## config.mk

```make
export PLATFORM = sky130hd
export DESIGN_NAME = series_engine_arbiter
export DESIGN_NICKNAME = d
export VERILOG_FILES = /design/src/rtl/series_arb_pkg.sv /design/src/rtl/series_engine_arbiter_rr_picker.sv /design/src/rtl/series_engine_arbiter.sv
export SDC_FILE = /design/constraint.sdc
export NUM_CORES = 1
export LEC_CHECK = 0
export CAP_MARGIN = 20
export CELL_PAD_IN_SITES_DETAIL_PLACEMENT = 1
export CELL_PAD_IN_SITES_GLOBAL_PLACEMENT = 2
export CORE_ASPECT_RATIO = 0.7
export CORE_MARGIN = 3
export CORE_UTILIZATION = 26
export CTS_CLUSTER_SIZE = 14
export DETAILED_ROUTE_END_ITERATION = 7
export PLACE_DENSITY = 0.95
export SYNTH_ARGS = -nofsm -noshare
export SYNTH_HDL_FRONTEND = slang
export SYNTH_SLANG_ARGS = --single-unit
```

## constraint.sdc

```tcl
create_clock -name clk -period 5.7 [get_ports clk]
set_input_delay 1.14 -clock clk [delete_from_list [all_inputs] [get_ports clk]]
set_output_delay 1.14 -clock clk [all_outputs]
set_load 0.05 [all_outputs]
```

## src/rtl/series_arb_pkg.sv

```systemverilog
// Shared types and helpers for the series-engine arbiter and related multi-client blocks.
package series_arb_pkg;

  typedef enum logic [2:0] {
    IDLE   = 3'd0,
    LAUNCH = 3'd1,
    RUN    = 3'd2,
    DONE   = 3'd3,
    COOL   = 3'd4
  } arb_state_t;

  localparam int XW_DEF      = 8;
  localparam int RW_DEF      = 16;
  localparam int TIMEOUT_DEF = 1024;
  localparam int WD_W        = $clog2(TIMEOUT_DEF);

  // Client index reached by stepping 'offset' places past 'base' in a ring of n clients.
  function automatic int rr_index(input int base, input int offset, input int n);
    return (base + offset) % n;
  endfunction

endpackage

```

## src/rtl/series_engine_arbiter_rr_picker.sv

```systemverilog
// Combinational round-robin priority encoder: the requester at ptr has top priority,
// then ptr+1, ptr+2, ... wrapping around the ring of N clients.
module rr_picker
  import series_arb_pkg::*;
#(
  parameter int N  = 4,
  parameter int PW = 2
) (
  input  logic [N-1:0]  req,
  input  logic [PW-1:0] ptr,
  output logic          valid,
  output logic [PW-1:0] winner
);

  assign valid = |req;

  // Scan from the farthest offset down to ptr itself so the closest requester is written last and wins.
  always_comb begin
    winner = '0;
    for (int i = N - 1; i >= 0; i--) begin
      winner = req[rr_index(int'(ptr), i, N)] ? PW'(rr_index(int'(ptr), i, N)) : winner;
    end
  end

endmodule

```

## src/rtl/series_engine_arbiter.sv

```systemverilog
// Shares one series-evaluation engine among N_REQ clients: round-robin grant, engine
// launch/wait handshake, watchdog abort, and a one-cycle ack carrying result/err.
module series_engine_arbiter
  import series_arb_pkg::*;
#(
  parameter int N_REQ   = 4,
  parameter int XW      = XW_DEF,
  parameter int RW      = RW_DEF,
  parameter int TIMEOUT = TIMEOUT_DEF
) (
  input  logic                     clk,
  input  logic                     rst,
  input  logic [N_REQ-1:0]         req,
  input  logic [N_REQ*XW-1:0]      x_in,
  output logic [N_REQ-1:0]         ack,
  output logic [RW-1:0]            result,
  output logic                     err,
  output logic                     busy,
  output logic [$clog2(N_REQ)-1:0] grant_id,
  output logic                     eng_start,
  output logic [XW-1:0]            eng_x,
  input  logic                     eng_ready,
  input  logic [RW-1:0]            eng_result
);

  localparam int GW  = $clog2(N_REQ);
  localparam int WDW = $clog2(TIMEOUT);
  localparam logic [WDW-1:0]   WD_LAST  = WDW'(TIMEOUT - 1);
  localparam logic [GW-1:0]    GID_LAST = GW'(N_REQ - 1);
  localparam logic [N_REQ-1:0] ONE_HOT0 = N_REQ'(1'b1);

  arb_state_t     state_r;
  arb_state_t     state_s;
  logic [GW-1:0]  ptr_r;
  logic [WDW-1:0] wd_r;
  logic           pick_valid_s;
  logic [GW-1:0]  pick_winner_s;
  logic           timeout_s;

  rr_picker #(
    .N  (N_REQ),
    .PW (GW)
  ) u_picker (
    .req    (req),
    .ptr    (ptr_r),
    .valid  (pick_valid_s),
    .winner (pick_winner_s)
  );

  // Watchdog expires on the cycle whose count has reached TIMEOUT-1; it outranks completion.
  assign timeout_s = (wd_r == WD_LAST);

  // Next-state selection for the grant/launch/run/ack/cool-down sequence.
  always_comb begin
    state_s = state_r;
    case (state_r)
      IDLE: begin
        if (pick_valid_s) begin
          state_s = LAUNCH;
        end else begin
          state_s = IDLE;
        end
      end
      LAUNCH: begin
        if (timeout_s) begin
          state_s = DONE;
        end else if (!eng_ready) begin
          state_s = RUN;
        end else begin
          state_s = LAUNCH;
        end
      end
      RUN: begin
        if (timeout_s || eng_ready) begin
          state_s = DONE;
        end else begin
          state_s = RUN;
        end
      end
      DONE:    state_s = COOL;
      COOL:    state_s = IDLE;
      default: state_s = IDLE;
    endcase
  end

  // State register; a reset mid-job simply abandons the job without an ack.
  always_ff @(posedge clk) begin
    if (rst) begin
      state_r <= IDLE;
    end else begin
      state_r <= state_s;
    end
  end

  // Grant/operand capture, engine start, watchdog, result/err capture, ack pulse and rr pointer.
  always_ff @(posedge clk) begin
    if (rst) begin
      ack       <= '0;
      result    <= '0;
      err       <= 1'b0;
      busy      <= 1'b0;
      grant_id  <= '0;
      eng_start <= 1'b0;
      eng_x     <= '0;
      ptr_r     <= '0;
      wd_r      <= '0;
    end else begin
      ack  <= '0;
      busy <= (state_s != IDLE);
      case (state_r)
        IDLE: begin
          if (pick_valid_s) begin
            grant_id  <= pick_winner_s;
            eng_x     <= x_in[pick_winner_s*XW +: XW];
            wd_r      <= '0;
            eng_start <= 1'b1;
          end
        end
        LAUNCH: begin
          if (timeout_s) begin
            result    <= '0;
            err       <= 1'b1;
            ack       <= ONE_HOT0 << grant_id;
            eng_start <= 1'b0;
          end else begin
            wd_r <= wd_r + WDW'(1);
            if (!eng_ready) begin
              eng_start <= 1'b0;
            end
          end
        end
        RUN: begin
          if (timeout_s) begin
            result <= '0;
            err    <= 1'b1;
            ack    <= ONE_HOT0 << grant_id;
          end else if (eng_ready) begin
            result <= eng_result;
            err    <= 1'b0;
            ack    <= ONE_HOT0 << grant_id;
          end else begin
            wd_r <= wd_r + WDW'(1);
          end
        end
        DONE: begin
          ptr_r <= (grant_id == GID_LAST) ? '0 : grant_id + GW'(1);
        end
        default: begin
          ptr_r <= ptr_r;
        end
      endcase
    end
  end

endmodule

```

After elaboration in Yosys (flattened, before gate mapping)
Index checks and enable logic that the tools add are counted.
W data, S select, Z words.

word-level totals
  output and inout port bits = 33
  word-level logic and storage cells = 92
  bits of input ports = 55
  register bits = 48

operators by class
  reductions and logical operators = 14
  muxes and demuxes = 42
  $add $sub $neg = 5
  bitwise gates (word level) = 3
  equality and inequality tests = 12
  shift-type cells = 2
  magnitude comparators = 4

operators by type and width
  operator                 count
  $mux W16                 3
  $mux W10                 4
  $pmux W16 S2             1
  $shiftx A32 B6 Y8        1
  $pmux W10 S3             1
  $mux W1                  15
  $mux W2                  7
  $lt A3 B4 Y1 const B     3
  $mux W4                  3
  $pmux W3 S4              1
  $add A10 B1 Y10 const B  1
  $eq A10 B10 Y1 const B   1
  $ne A2 B2 Y1 const B     5
  $bmux W1 S2              4
  $pmux W4 S2              1
  $eq A3 B2 Y1 const B     2
  $ne A3 B3 Y1 const B     2
  $reduce_and A3 Y1        2
  $reduce_bool A3 Y1       2
  $reduce_or A2 Y1         3
  $reduce_and A5 Y1        1
  $add A2 B1 Y2 const B    2
  $add A2 B2 Y2 const B    2
  $pmux W1 S2              2
  10 further kinds         13

Logic depth before layout (Yosys ltp)
Gate-level depths: netlist of run 1.

  word-level depth = 11
  gate-level depth with buffers = 8
  mapped depth without buffers = 6

Hierarchy
Synthesis of run 1 repeated with hierarchy kept, for this count alone.

second synthesis, totals
  cell total of the unflattened synthesis = 243
  area, all modules = 2,327.2 um2

by module, submodules not included
  module                 cells each  area an instance (um2)  sequential area each (um2)  instances
  series_engine_arbiter  230         2,249.7                 960.9                       1
  rr_picker              13          77.6                    0.0                         1

Worst setup path before layout of run 1
No wires, ideal clock.

  kind = input port to flip-flop
  start point = input port req[3]
  end point = register wd_r[7]
  setup slack = 3,143 ps
  stages = 5
  required time = 5,640 ps
  data arrival time = 2,497 ps
  setup time = 60 ps
  path buffers = 0
  cell sequence = nor4_2 > or4_1 > nand2_1 > or4_1 > nand2_1

between the ends
  cells in the longest elaborated chain, start to end = 3

ends and longest elaborated chain
  element                      RTL line                               source
  start, declared              series_engine_arbiter.sv:13            input logic [N_REQ-1:0] req,
  $reduce_or A4 Y1             series_engine_arbiter_rr_picker.sv:15  assign valid = |req;
  $ne A2 B2 Y1 (no line)       --
  $reduce_and A5 Y1 (no line)  --
  end signal, assigned         series_engine_arbiter.sv:126           wd_r <= wd_r + WDW'(1);
  end signal, assigned         series_engine_arbiter.sv:142           wd_r <= wd_r + WDW'(1);
  end, declared                series_engine_arbiter.sv:35            logic [WDW-1:0] wd_r;

No other way between the ends.
A chain may end at the register's enable or synchronous reset.

Final worst setup path of run 1
  start point = input port req[2]
  end point = register wd_r[7]

Same word-level chain as after synthesis.

==> flow_results.xml, run 1 <==
<?xml version="1.0" encoding="UTF-8"?>
<metrics>
  <group name="min_path">
    <metric name="hold_start" unit="">result[13]</metric>
    <metric name="min_path_cells" unit="">2</metric>
    <metric name="min_path_type" unit="">flop to flop</metric>
  </group>
  <group name="timing">
    <metric name="slew_viol_final" unit="">0</metric>
    <metric name="minimum_clock_period_after_layout" unit="ps">3304</metric>
    <metric name="achievable-frequency" unit="MHz">302.7</metric>
    <metric name="finalSetupViolCount" unit="">0</metric>
    <metric name="rsz0062_at_grt" unit="">false</metric>
    <metric name="final.setup.tns" unit="ps">0</metric>
    <metric name="max_slew_margin" unit="">0.5027</metric>
    <metric name="tightestPinTransition" unit="ps">739.2</metric>
    <metric name="total_count_of_hold_check_failures_in_the_final_report" unit="">0</metric>
    <metric name="finalWorstSetupSlack" unit="ps">2396</metric>
    <metric name="post-route-period-util" unit="">0.5796</metric>
    <metric name="fin_skew" unit="ps">3.889</metric>
  </group>
  <group name="global_route">
    <metric name="grt_pass1_vias" unit="">2203</metric>
    <metric name="grt_pass1_wl" unit="um">10880</metric>
    <metric name="grt.overflow.total" unit="">0</metric>
    <metric name="grt_util_met3" unit="">0.03623</metric>
    <metric name="globalRoute.busiestLayer" unit="">met2</metric>
    <metric name="grtUsageMet2" unit="">0.2194</metric>
    <metric name="initial_antenna_violation_count" unit="">0</metric>
    <metric name="met1_usage" unit="">0.1814</metric>
    <metric name="overall_global_routing_resource_usage" unit="">0.1351</metric>
    <metric name="grt_start_max_net_pins" unit="">30</metric>
  </group>
  <group name="clock_tree">
    <metric name="cts.reportedPaths.clkPinSlew" unit="ps">60</metric>
    <metric name="tritoncts" unit="">yes</metric>
    <metric name="cts_inserted_buffers" unit="">5</metric>
    <metric name="ctsResizeCount" unit="">0</metric>
    <metric name="clock_path_buffers" unit="">2</metric>
    <metric name="post_cts.repair.setup_buffers" unit="">0</metric>
    <metric name="cts.hold.buffers_added" unit="">0</metric>
    <metric name="cts_sinks" unit="">48</metric>
    <metric name="clock_tree.htree_level_count" unit="">2</metric>
    <metric name="ctsRootBufferMaster" unit="">sky130_fd_sc_hd__clkbuf_16</metric>
    <metric name="clock_latency" unit="ps">280</metric>
  </group>
  <group name="synthesis">
    <metric name="synth.ff_latch_count" unit="">48</metric>
    <metric name="synth-seq-area-share" unit="">0.4298</metric>
    <metric name="synthesis.yosys.warnings" unit="">0</metric>
    <metric name="fraction_of_synthesized_cell_area_taken_by_the_top_area_cell_type" unit="">0.4298</metric>
    <metric name="postSynth.asyncResetShare" unit="">0</metric>
    <metric name="distinct_cell_type_count_after_synthesis" unit="">43</metric>
    <metric name="average_size_of_a_mapped_cell" unit="um^2">8.873</metric>
    <metric name="syn-instance-count" unit="">252</metric>
    <metric name="synthesis.area" unit="mm^2">0.002236</metric>
    <metric name="netlist_top_cells_area" unit="">sky130_fd_sc_hd__dfxtp_1 (43%), sky130_fd_sc_hd__mux2i_1 (8.1%), sky130_fd_sc_hd__nand3_1 (6.3%)</metric>
    <metric name="synth_area_leader_cell" unit="">sky130_fd_sc_hd__dfxtp_1</metric>
    <metric name="syn-num-nets" unit="">312</metric>
    <metric name="ys.flop_type" unit="">sky130_fd_sc_hd__dfxtp_1</metric>
    <metric name="synth-edff-count" unit="">0</metric>
  </group>
  <group name="place">
    <metric name="io_buffers" unit="">87</metric>
    <metric name="dp_hpwl" unit="um">5155</metric>
    <metric name="dp_slack" unit="ps">2093</metric>
    <metric name="finalWeightedCongestion" unit="">0.7542</metric>
  </group>
  <group name="setup_path">
    <metric name="cp_num_buf_inv" unit="">1</metric>
    <metric name="type_of_element_launching_the_critical_path" unit="">primary input</metric>
    <metric name="worst-path-max-fanout" unit="">13</metric>
    <metric name="crit_cells" unit="">6</metric>
    <metric name="r2r_start" unit="">wd_r[0]</metric>
    <metric name="cpMaxStageDelayCell" unit="">sky130_fd_sc_hd__or4_1</metric>
    <metric name="criticalPathCategory" unit="">primary input to flop</metric>
    <metric name="reg2reg_depth" unit="">6</metric>
    <metric name="timing.critical_path.cells" unit="">clkdlybuf4s50_1, nor4_2, or4_1, nand2_1, or4_1, nand2_1</metric>
    <metric name="cpLargestDelayFamily" unit="">simple AND/OR/NAND/NOR gates</metric>
    <metric name="worst_ep_required_time" unit="ps">5920</metric>
    <metric name="worstSetupEndpoint" unit="">wd_r[7]</metric>
    <metric name="worst_setup_path_startpoint" unit="">req[2]</metric>
    <metric name="delay_contributed_by_the_slowest_stage_of_the_critical_path" unit="ps">550</metric>
    <metric name="worst_setup_path_end_kind" unit="">flop</metric>
    <metric name="critical_path.reg2reg.endpoint" unit="">wd_r[9]</metric>
    <metric name="ff2ff_setup_slack" unit="ps">3520</metric>
    <metric name="critical_path_arrival" unit="ps">3530</metric>
  </group>
  <group name="detailed_routing">
    <metric name="via_per_inst" unit="">4.977</metric>
    <metric name="drt_pass1_iterations" unit="">4</metric>
    <metric name="drtIter0Drc" unit="">67</metric>
    <metric name="drcViolationCount" unit="">0</metric>
    <metric name="antenna_violating_nets_remaining" unit="">0</metric>
    <metric name="vias" unit="">2165</metric>
    <metric name="routed_wirelength" unit="um">6780</metric>
    <metric name="avgRoutedWirePerCell" unit="um">15.59</metric>
  </group>
  <group name="power">
    <metric name="switching_part_of_the_total" unit="">0.2775</metric>
    <metric name="power_frac_clock" unit="">0.346</metric>
    <metric name="static-leakage-power" unit="nW">1.225</metric>
    <metric name="power.combinational.fraction" unit="">0.227</metric>
    <metric name="irDropWorstVdd" unit="mV">0.1048</metric>
    <metric name="power_per_cell_area" unit="mW/mm^2">255.1</metric>
    <metric name="netSwitchingPower" unit="mW">0.2372</metric>
    <metric name="seqPwrFrac" unit="">0.428</metric>
    <metric name="p_int" unit="mW">0.6177</metric>
  </group>
  <group name="floorplanning">
    <metric name="die_x" unit="um">116.8</metric>
    <metric name="dieHeight" unit="um">83.59</metric>
    <metric name="floorplan.initialDensity" unit="">0.2758</metric>
    <metric name="die_footprint" unit="mm^2">0.009766</metric>
    <metric name="floorplan.io_pins" unit="">88</metric>
    <metric name="core-area" unit="mm^2">0.008108</metric>
    <metric name="core.rowCount" unit="">27</metric>
  </group>
  <group name="cells_and_area">
    <metric name="diodes" unit="">0</metric>
    <metric name="finalNetCount" unit="">394</metric>
    <metric name="layout.filler_cells" unit="">952</metric>
    <metric name="drive_gt1_frac" unit="">0.05389</metric>
    <metric name="area_growth_syn_to_layout" unit="%">49.86</metric>
  </group>
  <group name="flow_run">
    <metric name="cap_viol_max_count" unit="">0</metric>
  </group>
  <group name="outcome">
    <metric name="status" unit="">finished, final reports clean</metric>
  </group>
</metrics>
-- area by class of cell --
class,count,area (um^2),share of cell area
clock buffers,7,152.6,0.04556
inverters,8,30.03,0.008962
multi-input cells,180,1172,0.3499
well taps,101,126.4,0.03771
repair buffers,91,908.4,0.2711
flip-flops and latches,48,960.9,0.2868
-- how the worst min path moves through the flow --
stage	to
floorplan	wd_r[7]
global placement	result[2]
detailed placement	result[13]
CTS	result[13]
global route	result[3]
finish	result[13]
-- logic make-up after synthesis --
kind of cell / share of synthesized area
AO/OA/AOI/OAI: 0.1707
XOR/XNOR: 0.02350
adder cells (fa/ha/maj): 0.02798
buffers and inverters: 0.04588
flip-flops: 0.4298
multiplexers: 0.08058
AND/OR/NAND/NOR: 0.2216
-- power groups by stage --
stage | logic, mW | clock network, mW | registers, mW
after floorplan | 0.0767 | 0 | 0.408
after global placement | 0.188 | 0 | 0.372
after detailed placement | 0.193 | 0 | 0.373
after CTS | 0.195 | 0.305 | 0.366
after global routing | 0.209 | 0.320 | 0.368
final | 0.194 | 0.295 | 0.366
-- layout by cell type, fill, tap and decap left out, drive strengths merged, types with 5 or more instances in the layout --
cell type / instances
clkdlybuf4s50: 87
dfxtp: 48
nand3: 28
a21oi: 28
nand2: 23
mux2i: 18
nor2: 16
and3: 9
inv: 8
o221ai: 8
clkbuf: 7
xor2: 5
ha: 5
o21ai: 5
-- routing by layer --
layer	routed length (um)	up-vias
met2	3136	54
met4	76	0
met3	379	8
li1	-	1071
met1	3187	1032
met5	0	-
-- synth_stat cells, types with 2 or more instances --
| cell type | count |
|---|---|
| sky130_fd_sc_hd__nand2b_1 | 3 |
| sky130_fd_sc_hd__o2111ai_1 | 2 |
| sky130_fd_sc_hd__nor2b_1 | 2 |
| sky130_fd_sc_hd__and3_1 | 9 |
| sky130_fd_sc_hd__mux2i_1 | 18 |
| sky130_fd_sc_hd__ha_1 | 5 |
| sky130_fd_sc_hd__o211ai_1 | 3 |
| sky130_fd_sc_hd__nand2_1 | 23 |
| sky130_fd_sc_hd__dfxtp_1 | 48 |
| sky130_fd_sc_hd__clkbuf_1 | 12 |
| sky130_fd_sc_hd__inv_1 | 8 |
| sky130_fd_sc_hd__o221ai_1 | 8 |
| sky130_fd_sc_hd__xor2_1 | 5 |
| sky130_fd_sc_hd__nor2_1 | 16 |
| sky130_fd_sc_hd__nand3_1 | 28 |
| sky130_fd_sc_hd__o21ai_0 | 4 |
| sky130_fd_sc_hd__nor3_1 | 2 |
| sky130_fd_sc_hd__o21a_1 | 2 |
| sky130_fd_sc_hd__a21oi_1 | 27 |
| sky130_fd_sc_hd__nand4_1 | 2 |
| sky130_fd_sc_hd__or4_1 | 3 |
-- registers in the layout, indices dropped and copies added (netlist names) --
| name | cells |
|---|---|
| eng_start | 1 |
| grant_id | 2 |
| busy | 1 |
| wd_r | 10 |
| err | 1 |
| eng_x | 8 |
| state_r | 3 |
| ack | 4 |
| result | 16 |
| ptr_r | 2 |
-- metrics by stage --
| stage | cell area [um^2] | utilization | cells | hold slack, ps | power [mW] |
|---|---|---|---|---|---|
| 3_3_place_gp | 3176 | 0.3917 | 426 | 439.4 | 0.5600 |
| 4_1_cts | 3328 | 0.4105 | 433 | 453.0 | 0.8656 |
| 5_1_grt | 3351 | 0.4133 | 435 | 478.9 | 0.8968 |
| 6_report | 3351 | 0.4133 | 435 | 451.3 | 0.8549 |
| 3_5_place_dp | 3176 | 0.3917 | 426 | 444.3 | 0.5664 |
| 2_1_floorplan | 2236 | - | 252 | 471.0 | 0.4846 |
-- worst min-delay path: stages (launching register included) --
cell                      delay [ps]
sky130_fd_sc_hd__dfxtp_1         310
sky130_fd_sc_hd__nand2_1          50
sky130_fd_sc_hd__a21oi_1          50
Note: power is estimated with default switching activity, not from simulation.
==> run 2, diff against run 1 <==
--- a/config.mk
+++ b/config.mk
@@ -10,10 +10,10 @@
 export CELL_PAD_IN_SITES_GLOBAL_PLACEMENT = 2
 export CORE_ASPECT_RATIO = 0.7
 export CORE_MARGIN = 3
-export CORE_UTILIZATION = 26
+export CORE_UTILIZATION = 22
 export CTS_CLUSTER_SIZE = 14
 export DETAILED_ROUTE_END_ITERATION = 7
-export PLACE_DENSITY = 0.95
+export PLACE_DENSITY = 0.86
 export SYNTH_ARGS = -nofsm -noshare
 export SYNTH_HDL_FRONTEND = slang
 export SYNTH_SLANG_ARGS = --single-unit
==> constraint.sdc (replaced) <==
create_clock -name clk -period 2.89 [get_ports clk]
set_input_delay 0.578 -clock clk [delete_from_list [all_inputs] [get_ports clk]]
set_output_delay 0.578 -clock clk [all_outputs]
set_load 0.05 [all_outputs]
==> run 2 against run 1 <==
  * Via count is 0.97% lower
  * Final cell count grew 7.6%
  * First-iteration DRC count is 21% higher
  * Critical endpoint is now wd_r[3]
  * Clock power increased by 120%
  * Design area grew 2.2%
  * Non-clock buffer count rose by 5
  * Clock-buffer cell count down 1
  * Sequential power rose by 97%
==> flow_results.xml, run 2 (synthesized netlist as in run 1, its figures left out) <==
<?xml version="1.0" encoding="UTF-8"?>
<metrics>
  <group name="flow_run">
    <metric name="cap_viol_max_count" unit="">0</metric>
  </group>
  <group name="detailed_routing">
    <metric name="antenna_violating_nets_remaining" unit="">0</metric>
    <metric name="vias" unit="">2144</metric>
    <metric name="avgRoutedWirePerCell" unit="um">14.92</metric>
    <metric name="drtIter0Drc" unit="">81</metric>
    <metric name="drt_pass1_iterations" unit="">4</metric>
    <metric name="drcViolationCount" unit="">0</metric>
    <metric name="routed_wirelength" unit="um">6983</metric>
    <metric name="via_per_inst" unit="">4.581</metric>
  </group>
  <group name="cells_and_area">
    <metric name="drive_gt1_frac" unit="">0.06765</metric>
    <metric name="area.sequential" unit="um^2">960.9</metric>
    <metric name="commonest_non_fill_non_tap_cell_in_the_layout" unit="">sky130_fd_sc_hd__clkdlybuf4s50_1</metric>
    <metric name="layout.filler_cells" unit="">1136</metric>
    <metric name="diodes" unit="">0</metric>
    <metric name="area_growth_syn_to_layout" unit="%">53.22</metric>
    <metric name="top_regs" unit="">result (16), wd_r (10), eng_x (8)</metric>
    <metric name="largest_reg_flops" unit="">16</metric>
    <metric name="regMostFlops" unit="">result</metric>
    <metric name="area_occupied_by_multi_input_gates" unit="mm^2">0.001172</metric>
    <metric name="final_cell_mix" unit="">sky130_fd_sc_hd__clkdlybuf4s50_1 (87), sky130_fd_sc_hd__dfxtp_1 (48), sky130_fd_sc_hd__nand3_1 (28)</metric>
    <metric name="finalNetCount" unit="">399</metric>
  </group>
  <group name="min_path">
    <metric name="min_path_type" unit="">flop to flop</metric>
    <metric name="min_delay_worst_endpoint" unit="">result[6]</metric>
    <metric name="hold_start" unit="">result[6]</metric>
    <metric name="min_path_cells" unit="">2</metric>
  </group>
  <group name="setup_path">
    <metric name="delay_contributed_by_the_slowest_stage_of_the_critical_path" unit="ps">520</metric>
    <metric name="cpMaxStageDelayCell" unit="">sky130_fd_sc_hd__or4b_1</metric>
    <metric name="reg2reg_depth" unit="">5</metric>
    <metric name="worst_ep_required_time" unit="ps">3110</metric>
    <metric name="worst-path-max-fanout" unit="">10</metric>
    <metric name="timing.critical_path.cells" unit="">clkdlybuf4s50_1, nor4bb_2, a2111oi_4, o21ai_2, or4b_1, a21oi_1</metric>
    <metric name="ff2ff_setup_slack" unit="ps">740</metric>
    <metric name="cp_num_buf_inv" unit="">1</metric>
    <metric name="r2r_start" unit="">state_r[1]</metric>
    <metric name="critical_path_arrival" unit="ps">2610</metric>
    <metric name="worst_setup_path_startpoint" unit="">eng_ready</metric>
    <metric name="cpLargestDelayFamily" unit="">compound AO/OA/AOI/OAI gates</metric>
    <metric name="critical_path.reg2reg.endpoint" unit="">wd_r[3]</metric>
    <metric name="type_of_element_launching_the_critical_path" unit="">primary input</metric>
    <metric name="worst_setup_path_end_kind" unit="">flop</metric>
    <metric name="criticalPathCategory" unit="">primary input to flop</metric>
  </group>
  <group name="timing">
    <metric name="max_slew_margin" unit="">0.6097</metric>
    <metric name="hold_slack" unit="ps">454.3</metric>
    <metric name="tightestPinTransition" unit="ps">580.6</metric>
    <metric name="rsz0062_at_grt" unit="">false</metric>
    <metric name="post-route-period-util" unit="">0.8269</metric>
    <metric name="achievable-frequency" unit="MHz">418.4</metric>
    <metric name="minimum_clock_period_after_layout" unit="ps">2390</metric>
    <metric name="fin_skew" unit="ps">6.462</metric>
    <metric name="finalSetupViolCount" unit="">0</metric>
    <metric name="total_count_of_hold_check_failures_in_the_final_report" unit="">0</metric>
    <metric name="final.setup.tns" unit="ps">0</metric>
    <metric name="slew_viol_final" unit="">0</metric>
  </group>
  <group name="global_route">
    <metric name="overall_global_routing_resource_usage" unit="">0.1206</metric>
    <metric name="initial_antenna_violation_count" unit="">0</metric>
    <metric name="grt_start_max_net_pins" unit="">29</metric>
    <metric name="grt_pass1_vias" unit="">2300</metric>
    <metric name="grt_pass1_wl" unit="um">11410</metric>
    <metric name="grt.overflow.total" unit="">0</metric>
  </group>
  <group name="clock_tree">
    <metric name="clock_path_buffers" unit="">2</metric>
    <metric name="tritoncts" unit="">yes</metric>
    <metric name="clock_latency" unit="ps">290</metric>
    <metric name="cts_inserted_buffers" unit="">5</metric>
    <metric name="clock_tree.htree_level_count" unit="">2</metric>
    <metric name="post_cts.repair.setup_buffers" unit="">0</metric>
    <metric name="cts.hold.buffers_added" unit="">0</metric>
    <metric name="cts_sinks" unit="">48</metric>
    <metric name="ctsRootBufferMaster" unit="">sky130_fd_sc_hd__clkbuf_16</metric>
    <metric name="cts.reportedPaths.clkPinSlew" unit="ps">70</metric>
    <metric name="ctsResizeCount" unit="">0</metric>
  </group>
  <group name="power">
    <metric name="seqPwrFrac" unit="">0.409</metric>
    <metric name="power_frac_clock" unit="">0.367</metric>
    <metric name="power.combinational.fraction" unit="">0.224</metric>
    <metric name="irDropWorstVdd" unit="mV">0.2054</metric>
    <metric name="netSwitchingPower" unit="mW">0.4906</metric>
    <metric name="static-leakage-power" unit="nW">1.250</metric>
    <metric name="power_per_cell_area" unit="mW/mm^2">514.3</metric>
    <metric name="p_int" unit="mW">1.271</metric>
    <metric name="switching_part_of_the_total" unit="">0.2784</metric>
  </group>
  <group name="place">
    <metric name="io_buffers" unit="">87</metric>
    <metric name="finalWeightedCongestion" unit="">0.7944</metric>
    <metric name="dp_hpwl" unit="um">5292</metric>
  </group>
  <group name="floorplanning">
    <metric name="core-area" unit="mm^2">0.009797</metric>
    <metric name="floorplan.initialDensity" unit="">0.2282</metric>
    <metric name="die_x" unit="um">126.5</metric>
    <metric name="floorplan.io_pins" unit="">88</metric>
    <metric name="die_footprint" unit="mm^2">0.01143</metric>
    <metric name="dieHeight" unit="um">90.35</metric>
    <metric name="core.rowCount" unit="">30</metric>
  </group>
  <group name="outcome">
    <metric name="status" unit="">finished, final reports clean</metric>
  </group>
</metrics>
-- run 2: cell types whose count changed in the layout (fill, tap and decap cells not counted) --
cell,change
sky130_fd_sc_hd__clkinv_2,+1
sky130_fd_sc_hd__clkbuf_1,+1
sky130_fd_sc_hd__clkbuf_8,-2
sky130_fd_sc_hd__buf_8,-1
sky130_fd_sc_hd__buf_4,+6
sky130_fd_sc_hd__bufinv_16,+1
-- run 2: worst register-to-register path, cell delays in order, from the launching register on --
cell	delay, ps
sky130_fd_sc_hd__dfxtp_1	510
sky130_fd_sc_hd__nor2_1	150
sky130_fd_sc_hd__a2111oi_4	520
sky130_fd_sc_hd__o21ai_2	240
sky130_fd_sc_hd__or4b_1	520
sky130_fd_sc_hd__a21oi_1	150
-- run 2: area by class of cell --
type                       count  area share
inverter                       8    0.008766
multi-input combinational    180      0.3422
timing repair buffer          96      0.2739
clock inverter                 2     0.01023
clock buffer                   6     0.03762
tap                          128     0.04675
sequential                    48      0.2805
-- run 2: worst max path at each step --
| stage | to | slack (ps) | cells past startpoint |
|---|---|---|---|
| floorplan | wd_r[7] | 890 | 5 |
| global placement | wd_r[3] | 310 | 6 |
| detailed placement | wd_r[3] | 230 | 6 |
| CTS | wd_r[3] | 510 | 6 |
| global route | eng_x[7] | 370 | 6 |
| finish | wd_r[3] | 500 | 6 |
-- run 2: power by group through the flow --
stage | clock, mW | sequential [mW] | combinational (mW)
final | 0.647 | 0.720 | 0.395
after floorplan | 0 | 0.805 | 0.151
after global placement | 0 | 0.733 | 0.390
after CTS | 0.668 | 0.720 | 0.401
after global routing | 0.705 | 0.724 | 0.429
after detailed placement | 0 | 0.735 | 0.399
-- run 2: per-stage QoR --
| step | setup WS, ps | power [mW] | utilization | instances | area [um^2] |
|---|---|---|---|---|---|
| finish | 500.2 | 1.762 | 0.3497 | 468 | 3426 |
| global route | 370.0 | 1.858 | 0.3497 | 468 | 3426 |
| CTS | 512.7 | 1.789 | 0.3497 | 468 | 3426 |
| detailed placement | 233.0 | 1.134 | 0.3330 | 460 | 3262 |
| global placement | 307.2 | 1.123 | 0.3322 | 459 | 3254 |
| floorplan | 894.9 | 0.9559 | - | 252 | 2236 |
-- run 2: routing by layer --
layer / vias up / part of all wire / GRT usage
met5: - / 0 / 0
met3: 10 / 0.074 / 0.04078
li1: 1080 / - / -
met4: 0 / 0.0092 / 0.02857
met2: 63 / 0.44 / 0.1906
met1: 991 / 0.48 / 0.1588
==> run 3, diff against run 2 <==
--- a/config.mk
+++ b/config.mk
@@ -10,10 +10,10 @@
 export CELL_PAD_IN_SITES_GLOBAL_PLACEMENT = 2
 export CORE_ASPECT_RATIO = 0.7
 export CORE_MARGIN = 3
-export CORE_UTILIZATION = 22
+export CORE_UTILIZATION = 24
 export CTS_CLUSTER_SIZE = 14
 export DETAILED_ROUTE_END_ITERATION = 7
-export PLACE_DENSITY = 0.86
+export PLACE_DENSITY = 0.89
 export SYNTH_ARGS = -nofsm -noshare
 export SYNTH_HDL_FRONTEND = slang
 export SYNTH_SLANG_ARGS = --single-unit
==> constraint.sdc (replaced) <==
create_clock -name clk -period 2.42 [get_ports clk]
set_input_delay 0.484 -clock clk [delete_from_list [all_inputs] [get_ports clk]]
set_output_delay 0.484 -clock clk [all_outputs]
set_load 0.05 [all_outputs]
==> run 3 against run 2 <==
  * Die area down 7.9%
  * Routed wire length shrank 4.1%
  * Final cell count shrank 0.21%
  * Largest cell class unchanged
  * Highest routed layer unchanged
==> flow_results.xml, run 3 (synthesized netlist as in run 1, its figures left out) <==
<?xml version="1.0" encoding="UTF-8"?>
<metrics>
  <group name="floorplanning">
    <metric name="die_footprint" unit="mm^2">0.01053</metric>
    <metric name="dieHeight" unit="um">86.76</metric>
    <metric name="floorplan.io_pins" unit="">88</metric>
    <metric name="die_x" unit="um">121.4</metric>
    <metric name="floorplan.initialDensity" unit="">0.2553</metric>
    <metric name="core.rowCount" unit="">28</metric>
    <metric name="core-area" unit="mm^2">0.008758</metric>
  </group>
  <group name="cells_and_area">
    <metric name="commonest_non_fill_non_tap_cell_in_the_layout" unit="">sky130_fd_sc_hd__clkdlybuf4s50_1</metric>
    <metric name="drive_gt1_frac" unit="">0.08646</metric>
    <metric name="regMostFlops" unit="">result</metric>
    <metric name="finalNetCount" unit="">406</metric>
    <metric name="area_growth_syn_to_layout" unit="%">55.85</metric>
    <metric name="top_regs" unit="">result (16), wd_r (10), eng_x (8)</metric>
    <metric name="final_cell_mix" unit="">sky130_fd_sc_hd__clkdlybuf4s50_1 (87), sky130_fd_sc_hd__dfxtp_1 (48), sky130_fd_sc_hd__nand3_1 (28)</metric>
    <metric name="post-route-util" unit="">0.3979</metric>
    <metric name="largest_reg_flops" unit="">16</metric>
    <metric name="diodes" unit="">0</metric>
  </group>
  <group name="detailed_routing">
    <metric name="m1WireLength" unit="um">3145</metric>
    <metric name="met2RoutedLength" unit="um">3100</metric>
    <metric name="routed_wirelength" unit="um">6699</metric>
    <metric name="vias" unit="">2194</metric>
    <metric name="top_layer_used" unit="">met4</metric>
    <metric name="drcViolationCount" unit="">0</metric>
    <metric name="wl_met3" unit="um">406</metric>
    <metric name="drtIter0Drc" unit="">82</metric>
    <metric name="avgRoutedWirePerCell" unit="um">14.34</metric>
    <metric name="drt_pass1_iterations" unit="">4</metric>
    <metric name="via_per_inst" unit="">4.698</metric>
    <metric name="antenna_violating_nets_remaining" unit="">0</metric>
  </group>
  <group name="timing">
    <metric name="fin_skew" unit="ps">6.114</metric>
    <metric name="minimum_clock_period_after_layout" unit="ps">2164</metric>
    <metric name="post-route-period-util" unit="">0.8943</metric>
    <metric name="total_count_of_hold_check_failures_in_the_final_report" unit="">0</metric>
    <metric name="final.setup.tns" unit="ps">0</metric>
    <metric name="slew_viol_final" unit="">0</metric>
    <metric name="rsz0062_at_grt" unit="">false</metric>
    <metric name="finalWorstSetupSlack" unit="ps">255.8</metric>
    <metric name="max_slew_margin" unit="">0.6028</metric>
    <metric name="tightestPinTransition" unit="ps">594.6</metric>
    <metric name="achievable-frequency" unit="MHz">462.1</metric>
    <metric name="finalSetupViolCount" unit="">0</metric>
  </group>
  <group name="clock_tree">
    <metric name="ctsResizeCount" unit="">0</metric>
    <metric name="tritoncts" unit="">yes</metric>
    <metric name="ctsRootBufferMaster" unit="">sky130_fd_sc_hd__clkbuf_16</metric>
    <metric name="cts.reportedPaths.clkPinSlew" unit="ps">70</metric>
    <metric name="cts_inserted_buffers" unit="">5</metric>
    <metric name="post_cts.repair.setup_buffers" unit="">0</metric>
    <metric name="clock_tree.htree_level_count" unit="">2</metric>
    <metric name="clock_path_buffers" unit="">2</metric>
    <metric name="cts.hold.buffers_added" unit="">0</metric>
    <metric name="clock_latency" unit="ps">290</metric>
    <metric name="cts_sinks" unit="">48</metric>
  </group>
  <group name="global_route">
    <metric name="initial_antenna_violation_count" unit="">0</metric>
    <metric name="grt_start_max_net_pins" unit="">28</metric>
    <metric name="overall_global_routing_resource_usage" unit="">0.1309</metric>
    <metric name="grt_pass1_vias" unit="">2284</metric>
    <metric name="grt_pass1_wl" unit="um">11250</metric>
    <metric name="grt.overflow.total" unit="">0</metric>
  </group>
  <group name="place">
    <metric name="finalWeightedCongestion" unit="">0.7774</metric>
    <metric name="dp_slack" unit="ps">-44.01</metric>
    <metric name="dp_hpwl" unit="um">5184</metric>
    <metric name="io_buffers" unit="">87</metric>
  </group>
  <group name="setup_path">
    <metric name="worst_setup_path_end_kind" unit="">flop</metric>
    <metric name="criticalPathCategory" unit="">primary input to flop</metric>
    <metric name="worstSetupEndpoint" unit="">wd_r[3]</metric>
    <metric name="worst_setup_path_startpoint" unit="">req[1]</metric>
    <metric name="ff2ff_setup_slack" unit="ps">430</metric>
    <metric name="reg2reg_depth" unit="">7</metric>
    <metric name="worst-path-max-fanout" unit="">7</metric>
    <metric name="critical_path.reg2reg.endpoint" unit="">result[7]</metric>
    <metric name="worst_ep_required_time" unit="ps">2640</metric>
    <metric name="type_of_element_launching_the_critical_path" unit="">primary input</metric>
    <metric name="r2r_start" unit="">wd_r[0]</metric>
    <metric name="critical_path_arrival" unit="ps">2390</metric>
  </group>
  <group name="power">
    <metric name="static-leakage-power" unit="nW">1.289</metric>
    <metric name="irDropWorstVdd" unit="mV">0.2730</metric>
    <metric name="power_per_cell_area" unit="mW/mm^2">608.3</metric>
  </group>
  <group name="min_path">
    <metric name="min_path_type" unit="">flop to flop</metric>
    <metric name="min_path_cells" unit="">2</metric>
  </group>
  <group name="outcome">
    <metric name="status" unit="">finished, final reports clean</metric>
  </group>
  <group name="flow_run">
    <metric name="cap_viol_max_count" unit="">0</metric>
  </group>
</metrics>
-- run 3: cell count changes in the layout (fill, tap and decap cells not counted), sizes merged --
cell,previous run,this run
buf,9,16
-- run 3: area by class of cell --
class,count,area (um^2)
tap,120,150.1
multi-input combinational,180,1172
fill,1007,5274
clock inverter,2,35.03
timing repair buffer,103,1007
clock buffer,6,128.9
inverter,8,30.03
sequential,48,960.9
-- run 3: metrics by stage --
| stage | area [um^2] | instances | hold WS, ps | total power, mW |
|---|---|---|---|---|
| after floorplan | 2236 | 252 | 471.0 | 1.142 |
| after global placement | 3309 | 458 | 438.8 | 1.356 |
| after detailed placement | 3309 | 458 | 449.5 | 1.364 |
| after CTS | 3473 | 466 | 458.2 | 2.148 |
| after global routing | 3485 | 467 | 487.9 | 2.229 |
| final | 3485 | 467 | 452.3 | 2.120 |
-- run 3: per-layer routing --
layer,track usage,up-vias
met4,0.02747,0
li1,-,1102
met1,0.1741,1025
met5,0,-
met3,0.03392,6
met2,0.2155,61
-- run 3: worst max-delay path, cell delays in order --
cell,delay [ps]
sky130_fd_sc_hd__clkdlybuf4s50_1,530
sky130_fd_sc_hd__nor4_2,70
sky130_fd_sc_hd__buf_4,150
sky130_fd_sc_hd__a2111oi_4,340
sky130_fd_sc_hd__o21ai_2,170
sky130_fd_sc_hd__or4b_1,500
sky130_fd_sc_hd__a21oi_1,150
-- run 3: where the power goes --
part / internal (mW) / switching [mW] / total [mW]
Clock: 0.486 / 0.288 / 0.774
Combinational: 0.219 / 0.266 / 0.486
Sequential: 0.827 / 0.0328 / 0.860
-- run 3: how the worst min path moves through the flow --
| stage | from | endpoint | slack [ps] |
|---|---|---|---|
| detailed placement | result[2] | result[2] | 450 |
| finish | result[2] | result[2] | 450 |
| global route | result[9] | result[9] | 490 |
| CTS | result[2] | result[2] | 460 |
| global placement | result[0] | result[0] | 440 |
| floorplan | wd_r[7] | wd_r[7] | 470 |
